### src/rtl/mem_port_arbiter_if.sv
// Shared-memory port bundle: fetch requester, load/store requester
// and the single memory port, seen from the arbiter (slave) side.
interface mem_port_arbiter_if;
    logic        if_req;
    logic [31:0] if_addr;
    logic        if_gnt;
    logic        if_rvalid;
    logic [31:0] if_rdata;

    logic        d_req;
    logic        d_we;
    logic [31:0] d_addr;
    logic [31:0] d_wdata;
    logic        d_gnt;
    logic        d_rvalid;
    logic [31:0] d_rdata;
    logic        d_err;

    logic [31:0] mem_addr;
    logic        mem_we;
    logic [31:0] mem_wdata;
    logic [31:0] mem_rdata;

    logic        busy;

    modport slave (
        input  if_req, if_addr,
        input  d_req, d_we, d_addr, d_wdata,
        input  mem_rdata,
        output if_gnt, if_rvalid, if_rdata,
        output d_gnt, d_rvalid, d_rdata, d_err,
        output mem_addr, mem_we, mem_wdata,
        output busy
    );

    modport master (
        output if_req, if_addr,
        output d_req, d_we, d_addr, d_wdata,
        output mem_rdata,
        input  if_gnt, if_rvalid, if_rdata,
        input  d_gnt, d_rvalid, d_rdata, d_err,
        input  mem_addr, mem_we, mem_wdata,
        input  busy
    );
endinterface

### src/rtl/mem_port_arbiter.sv
// Round-robin arbiter sharing one memory port between instruction
// fetch and load/store; reads wait MEM_LAT cycles for data.
module mem_port_arbiter #(
    parameter int unsigned MEM_LAT = 1
) (
    input logic               clk,
    input logic               rst,
    mem_port_arbiter_if.slave bus
);

    typedef enum logic {
        IDLE,
        WAIT
    } state_e;

    localparam logic [2:0] LAT3 = 3'(MEM_LAT);

    state_e      state_q, state_d;
    logic [2:0]  cnt_q, cnt_d;
    logic        rr_q, rr_d;
    logic        own_q, own_d;
    logic [31:0] if_rdata_q, if_rdata_d;
    logic [31:0] d_rdata_q, d_rdata_d;

    logic idle;
    logic can_gnt;
    logic gnt_d;
    logic gnt_f;
    logic mis;
    logic d_ok;
    logic rd_gnt;
    logic done;
    logic if_rv;
    logic d_rv;

    // Grant decision; rr==1 means fetch wins a tie, and no grant under reset.
    always_comb begin
        idle    = (state_q == IDLE);
        can_gnt = idle && rst;
        gnt_d   = can_gnt && bus.d_req && (!bus.if_req || !rr_q);
        gnt_f   = can_gnt && bus.if_req && !gnt_d;
        mis     = (bus.d_addr[1:0] != 2'b00);
        d_ok    = gnt_d && !mis;
        rd_gnt  = gnt_f || (d_ok && !bus.d_we);
        done    = !idle && rst && (cnt_q == 3'd1);
        if_rv   = done && own_q;
        d_rv    = done && !own_q;
    end

    // Drive the shared memory port only in a clean grant cycle.
    always_comb begin
        bus.mem_addr  = 32'd0;
        bus.mem_we    = 1'b0;
        bus.mem_wdata = 32'd0;
        unique case (1'b1)
            gnt_f: begin
                bus.mem_addr = bus.if_addr;
            end
            d_ok: begin
                bus.mem_addr  = bus.d_addr;
                bus.mem_we    = bus.d_we;
                bus.mem_wdata = bus.d_wdata;
            end
            default: ;
        endcase
    end

    // Requester-facing outputs; rdata holds its last delivered word.
    always_comb begin
        bus.if_gnt    = gnt_f;
        bus.d_gnt     = gnt_d;
        bus.d_err     = gnt_d && mis;
        bus.if_rvalid = if_rv;
        bus.d_rvalid  = d_rv;
        bus.if_rdata  = if_rv ? bus.mem_rdata : if_rdata_q;
        bus.d_rdata   = d_rv ? bus.mem_rdata : d_rdata_q;
        bus.busy      = (state_q == WAIT);
    end

    // Next state: pointer flips to the loser, reads park in WAIT.
    always_comb begin
        state_d    = state_q;
        cnt_d      = cnt_q;
        rr_d       = rr_q;
        own_d      = own_q;
        if_rdata_d = if_rdata_q;
        d_rdata_d  = d_rdata_q;
        if (gnt_d) begin
            rr_d = 1'b1;
        end else if (gnt_f) begin
            rr_d = 1'b0;
        end
        if (rd_gnt) begin
            state_d = WAIT;
            cnt_d   = LAT3;
            own_d   = gnt_f;
        end else if (!idle) begin
            cnt_d = cnt_q - 3'd1;
            if (done) begin
                state_d = IDLE;
            end
        end
        if (if_rv) begin
            if_rdata_d = bus.mem_rdata;
        end
        if (d_rv) begin
            d_rdata_d = bus.mem_rdata;
        end
    end

    // State registers with synchronous active-low reset.
    always_ff @(posedge clk) begin
        if (!rst) begin
            state_q    <= IDLE;
            cnt_q      <= 3'd0;
            rr_q       <= 1'b0;
            own_q      <= 1'b0;
            if_rdata_q <= 32'd0;
            d_rdata_q  <= 32'd0;
        end else begin
            state_q    <= state_d;
            cnt_q      <= cnt_d;
            rr_q       <= rr_d;
            own_q      <= own_d;
            if_rdata_q <= if_rdata_d;
            d_rdata_q  <= d_rdata_d;
        end
    end

endmodule

### src/flat_wrapper.sv
// flat-port wrapper written by rule: the top's interface ports become plain ports
module mem_port_arbiter_flat 
#(
    parameter int unsigned MEM_LAT = 1
)
  (clk, rst, bus_if_req, bus_if_addr, bus_d_req, bus_d_we, bus_d_addr, bus_d_wdata, bus_mem_rdata, bus_if_gnt, bus_if_rvalid, bus_if_rdata, bus_d_gnt, bus_d_rvalid, bus_d_rdata, bus_d_err, bus_mem_addr, bus_mem_we, bus_mem_wdata, bus_busy);
  mem_port_arbiter_if bus_i ();
  input logic clk;
  input logic rst;
  input wire logic [$bits(bus_i.if_req)-1:0] bus_if_req;
  input wire logic [$bits(bus_i.if_addr)-1:0] bus_if_addr;
  input wire logic [$bits(bus_i.d_req)-1:0] bus_d_req;
  input wire logic [$bits(bus_i.d_we)-1:0] bus_d_we;
  input wire logic [$bits(bus_i.d_addr)-1:0] bus_d_addr;
  input wire logic [$bits(bus_i.d_wdata)-1:0] bus_d_wdata;
  input wire logic [$bits(bus_i.mem_rdata)-1:0] bus_mem_rdata;
  output wire logic [$bits(bus_i.if_gnt)-1:0] bus_if_gnt;
  output wire logic [$bits(bus_i.if_rvalid)-1:0] bus_if_rvalid;
  output wire logic [$bits(bus_i.if_rdata)-1:0] bus_if_rdata;
  output wire logic [$bits(bus_i.d_gnt)-1:0] bus_d_gnt;
  output wire logic [$bits(bus_i.d_rvalid)-1:0] bus_d_rvalid;
  output wire logic [$bits(bus_i.d_rdata)-1:0] bus_d_rdata;
  output wire logic [$bits(bus_i.d_err)-1:0] bus_d_err;
  output wire logic [$bits(bus_i.mem_addr)-1:0] bus_mem_addr;
  output wire logic [$bits(bus_i.mem_we)-1:0] bus_mem_we;
  output wire logic [$bits(bus_i.mem_wdata)-1:0] bus_mem_wdata;
  output wire logic [$bits(bus_i.busy)-1:0] bus_busy;
  assign bus_i.if_req = bus_if_req;
  assign bus_i.if_addr = bus_if_addr;
  assign bus_i.d_req = bus_d_req;
  assign bus_i.d_we = bus_d_we;
  assign bus_i.d_addr = bus_d_addr;
  assign bus_i.d_wdata = bus_d_wdata;
  assign bus_i.mem_rdata = bus_mem_rdata;
  assign bus_if_gnt = bus_i.if_gnt;
  assign bus_if_rvalid = bus_i.if_rvalid;
  assign bus_if_rdata = bus_i.if_rdata;
  assign bus_d_gnt = bus_i.d_gnt;
  assign bus_d_rvalid = bus_i.d_rvalid;
  assign bus_d_rdata = bus_i.d_rdata;
  assign bus_d_err = bus_i.d_err;
  assign bus_mem_addr = bus_i.mem_addr;
  assign bus_mem_we = bus_i.mem_we;
  assign bus_mem_wdata = bus_i.mem_wdata;
  assign bus_busy = bus_i.busy;
  mem_port_arbiter #(.MEM_LAT(MEM_LAT)) u_core (.clk(clk), .rst(rst), .bus(bus_i));
endmodule
### config.mk
export PLATFORM = sky130hd
export DESIGN_NAME = mem_port_arbiter_flat
export DESIGN_NICKNAME = d
export VERILOG_FILES = /design/src/rtl/mem_port_arbiter_if.sv /design/src/rtl/mem_port_arbiter.sv /design/src/flat_wrapper.sv
export SDC_FILE = /design/constraint.sdc
export NUM_CORES = 1
export LEC_CHECK = 0
export CAP_MARGIN = 40
export CELL_PAD_IN_SITES_DETAIL_PLACEMENT = 0
export CELL_PAD_IN_SITES_GLOBAL_PLACEMENT = 1
export CORE_MARGIN = 2
export CORE_UTILIZATION = 23
export CTS_CLUSTER_DIAMETER = 120
export DETAILED_ROUTE_END_ITERATION = 8
export PLACE_DENSITY = 0.8
export RECOVER_POWER = 100
export SYNTH_ARGS = -nofsm -noshare
export SYNTH_HDL_FRONTEND = slang
export SYNTH_SLANG_ARGS = --single-unit
export TNS_END_PERCENT = 30
### constraint.sdc
create_clock -name clk -period 2.5 [get_ports clk]
set_input_delay 0.75 -clock clk [delete_from_list [all_inputs] [get_ports clk]]
set_output_delay 0.75 -clock clk [all_outputs]
set_load 0.02 [all_outputs]
; ---- Yosys cells after proc, flatten, opt, wreduce, memory -nomap -nowiden
; Index checks and enable logic that the tools add are counted.
; Widths: inputs -> output; s select.
[word_totals]
reg_bits = 70
out_inout_bits = 135
[classes]
n_addsub = 1
eq_ne = 1
mux = 12
n_bitwise = 2
reduce_logical = 24
[ops]
columns = operator, count
row1 = $mux 32, 3
row2 = $pmux 32 s2, 1
row3 = $logic_and 1x1->1, 12
row4 = $mux 1, 8
row5 = $logic_not 1->1, 6
row6 = $reduce_bool 2->1, 3
row7 = $eq 3x1->1 const B, 1
row8 = $sub 3x1->3 const B, 1
row9 = $logic_or 1x1->1, 2
row10 = $not 1->1, 2
row11 = $reduce_or 2->1, 1

; ---- Depth between registers and ports, before layout
[logic_depth]
ltp_word = 8
ltp_mapped = 7
ltp_nobuf = 5

; ---- Worst setup path after synthesis
; No wires, ideal clock.
[synth_timing]
kind = input port to output port
start = input port rst
end = output port bus_if_rdata[3]
arrival_time_ps = 1859
t_required_ps = 1750
path_slack_ps = -109
stages = 4
n_path_buf = 1
path_cell_list = nand4b_1 -> buf_4 -> nor2_1 -> mux2_2
[synth_via]
elab_chain_len = 4
[synth_lines]
columns = element, line_no
row1 = "start, declared", flat_wrapper.sv:9  ; input logic rst;
row2 = $logic_and 1x1->1 (2 in a row), mem_port_arbiter.sv:45  ; done = !idle && rst && (cnt_q == 3'd1);
row3 = $logic_and 1x1->1, mem_port_arbiter.sv:46  ; if_rv = done && own_q;
row4 = via bus_if_rvalid, flat_wrapper.sv:18  ; output wire logic [$bits(bus_i.if_rvalid)-1:0] bus_if_rvalid;
row5 = $mux 32, mem_port_arbiter.sv:75  ; bus.if_rdata = if_rv ? bus.mem_rdata : if_rdata_q;
row6 = "end, declared", flat_wrapper.sv:19  ; output wire logic [$bits(bus_i.if_rdata)-1:0] bus_if_rdata;
; The timed path passes the listed nets, and every way through them passes these cells.

; ---- Worst setup path after layout
[layout_timing]
start = input port rst
end = output port bus_mem_addr[6]
[layout_via]
elab_chain_len = 6
elab_cells_between_ends = 8
cone_classes = 1 x mux / 7 x reduce/logical
[layout_lines]
columns = element, line_no
row1 = $logic_and 1x1->1 *, mem_port_arbiter.sv:39  ; can_gnt = idle && rst;
row2 = $logic_and 1x1->1 (2 in a row), mem_port_arbiter.sv:40  ; gnt_d = can_gnt && bus.d_req && (!bus.if_req || !rr_q);
row3 = $logic_not 1->1, mem_port_arbiter.sv:41  ; gnt_f = can_gnt && bus.if_req && !gnt_d;
row4 = $logic_and 1x1->1, mem_port_arbiter.sv:41
row5 = $pmux 32 s2 *, mem_port_arbiter.sv:55  ; unique case (1'b1)
row6 = "end, declared", flat_wrapper.sv:24  ; output wire logic [$bits(bus_i.mem_addr)-1:0] bus_mem_addr;
; Mark *: on every way between the ends. The rest lies on a longest branch, timed or not.

==> results_dict.tcl <==
set metrics [dict create \
    syn_area_um2 3770 \
    post-route-period-util 1.10 \
    ioPinCount 268 \
    synth_top_area_frac 0.372 \
    grt-ovfl-total 0 \
    finalMaxSlewViolations 0 \
    start_kind "input port" \
    path_buf_inv 6 \
    cpLargestDelayFamily "buffers and inverters" \
    clk_pin_slew_ps 60 \
    cts-root-buf "clkbuf_16" \
    synthTopCellsByArea "dfxtp_1, nand3_1, o21ai_0" \
    layout_setup_ws_ps -241 \
    cts_num_sinks 70 \
    area_growth_pct 125 \
    timing.max_cap.violations 0 \
    drt_iter0_markers 197 \
    crit_path_top_delay_cell "and4_4" \
    violations "negative setup slack" \
    worstHoldEndpoint "u_core.d_rdata_q[25]" \
    worst_pin_slew_ps 471 \
    layout-drive-gt1-share 0.463 \
    netlist_instances 473 \
    yosysTopAreaCell "dfxtp_1" \
    path_max_fanout 6 \
    synth_seq_cells 70 \
    finalSetupTns_ps -14400 \
    r2r-start "u_core.cnt_q[1]" \
    max-vdd-ir-drop_mv 0.278 \
    ys_types 34 \
    wl_mm 20.2 \
    r2r-end "u_core.if_rdata_q[0]" \
    p_leak_nw 3.82 \
    yosysSeqAreaShare 0.372 \
    start_util 0.236 \
    min_path_type "flip-flop to flip-flop" \
    ant_nets 0 \
    synth_fp_nets 608 \
    tritoncts "yes" \
    cpMostUsedCell "buf_6" \
    skew_ps 3.80 \
    slowest_delay_ps 220 \
    ys_warn_count 0 \
    dpl.cell_count 975 \
    fin_cells 1027 \
    cp.arrival_ps 1990 \
    die_height_um 132 \
    vias 4881 \
    ys.flop_type "dfxtp_1" \
    drt-vias-per-instance 4.75 \
    mostFrequentLayoutCell "clkdlybuf4s50_1" \
    worst_skew_pair.late_latency_ps 330 \
    cts.path.max_buffers 2 \
    crit_type "input port to output port" \
    drtPass1Iterations 4 \
    io_buffers 267 \
    setup_viol 125 \
    rows 46 \
    pre_cts_slack_ps -840 \
    post-route-min-period_ps 2740 \
    hold_start "u_core.d_rdata_q[25]" \
    layout_common_cells "clkdlybuf4s50_1, buf_6, dfxtp_1" \
    final_nets 940 \
    finalWeightedCongestion 0.897 \
    cellPowerDensity_nw_per_um2 427 \
    post-dp-hpwl_mm 14.6 \
    wire_per_inst_um 19.7 \
    drcViolationCount 0 \
    grt_pass1_vias 4876 \
    r2r_cells 8 \
    fmax_mhz 365 \
    status "finished, violations left" \
    core_um2 15900 \
    fp.dieArea_um2 17400 \
    rsz0062_at_grt "yes" \
    power_mw 3.63 \
    avgSynthCellArea_um2 7.96 \
    min_path_cells 2 \
    antenna_found_initial 2 \
    grt_max_degree 34 \
    slew_headroom 0.686 \
    crit_chain "buf_8, nor2b_4, and4_4, buf_6, buf_12, buf_16, buf_6, a22o_1, buf_6" \
    async_flop_share 0 \
    die_w_um 132 \
    h-tree-depth 3 \
    worstPathRequired_ps 1750 \
    critPathCaptureType "output port" \
    grt_usage 0.212 \
    numCtsBuffers 9 \
    grt_pass1_wl_mm 28.6 \
    hold_viol_final 0 \
    cp.depth 9 \
    synth_edf_count 0 \
    r2r_slack_ps 870 \
]
## sequential cells by signal, indices dropped and copies added, names as in the netlist
name and flops:
u_core.if_rdata_q 32, u_core.bus.busy 1, u_core.own_q 1, u_core.cnt_q 3, u_core.d_rdata_q 32, u_core.rr_q 1
## power by group
group	total, mW	internal, mW	switching [mW]
Combinational	1.15	0.597	0.548
Sequential	1.18	1.15	0.0271
Clock	1.31	0.826	0.480
## cells in the mapped netlist, drive strengths merged (2+ instances only)
master	n
a22o	30
nand2	68
and2	36
buf	24
nor2b	3
a21boi	63
dfxtp	70
inv	3
nand2b	3
nand3	67
and4	3
nor2	4
o21ai	63
ha	2
clkbuf	22
## kinds of logic after synthesis
group | after synthesis | synth area share
XOR/XNOR | 2 | 0.00465
buffers and inverters | 50 | 0.0771
adder cells (fa/ha/maj) | 2 | 0.00664
AO/OA/AOI/OAI | 159 | 0.285
flip-flops | 70 | 0.372
multiplexers | 2 | 0.00565
AND/OR/NAND/NOR | 188 | 0.249
## worst reg2reg max path, cell delays in order, from the launching register on
cell	delay [ps]
dfxtp_2	320
inv_2	70
ha_4	130
and4b_2	300
buf_6	170
clkbuf_16	180
nand3_1	100
clkbuf_4	170
a21boi_1	110
## metrics by stage
| step | cell area [um2] | hold slack (ps) | util |
|---|---|---|---|
| global placement | 7060 | 450 | 0.443 |
| detailed placement | 7060 | 472 | 0.443 |
| CTS | 7850 | 467 | 0.492 |
| global route | 8490 | 489 | 0.533 |
| finish | 8490 | 464 | 0.533 |
| floorplan | 3770 | 441 | - |
## area by class of cell
| class | instances | area [um2] |
|---|---|---|
| timing repair buffer | 367 | 3830 |
| multi-input combinational | 353 | 2660 |
| antenna | 1 | 2.50 |
| inverter | 4 | 17.5 |
| sequential | 70 | 1410 |
| tap | 216 | 270 |
| clock inverter | 3 | 42.5 |
| fill | 1490 | 7450 |
| clock buffer | 13 | 260 |
## what timing repair did
| item | in CTS | in global routing |
|---|---|---|
| setup buffers | 11 | 8 |
| gates cloned | 5 | 11 |
| setup endpoints to repair | 133 | 132 |
| pin swaps | 26 | 26 |
| resized for setup | 695 | 153 |
| hold buffers | 0 | 0 |
## worst max-delay path by stage
| stage | from | to |
|---|---|---|
| 2_1_floorplan | rst | bus_mem_addr[10] |
| 3_3_place_gp | bus_d_addr[0] | bus_mem_addr[30] |
| 3_5_place_dp | bus_d_addr[0] | bus_mem_wdata[5] |
| 4_1_cts | u_core.cnt_q[1] | bus_d_rdata[28] |
| 5_1_grt | rst | bus_mem_addr[6] |
| 6_report | rst | bus_mem_addr[6] |
## layer usage
layer / up-vias / share of wire / GRT usage
met5: - / 0 / 0
li1: 2337 / - / -
met3: 36 / 0.067 / 0.0596
met2: 202 / 0.53 / 0.405
met1: 2306 / 0.35 / 0.210
met4: 0 / 0.049 / 0.103
No activity file was read; power rests on OpenSTA's default activity.
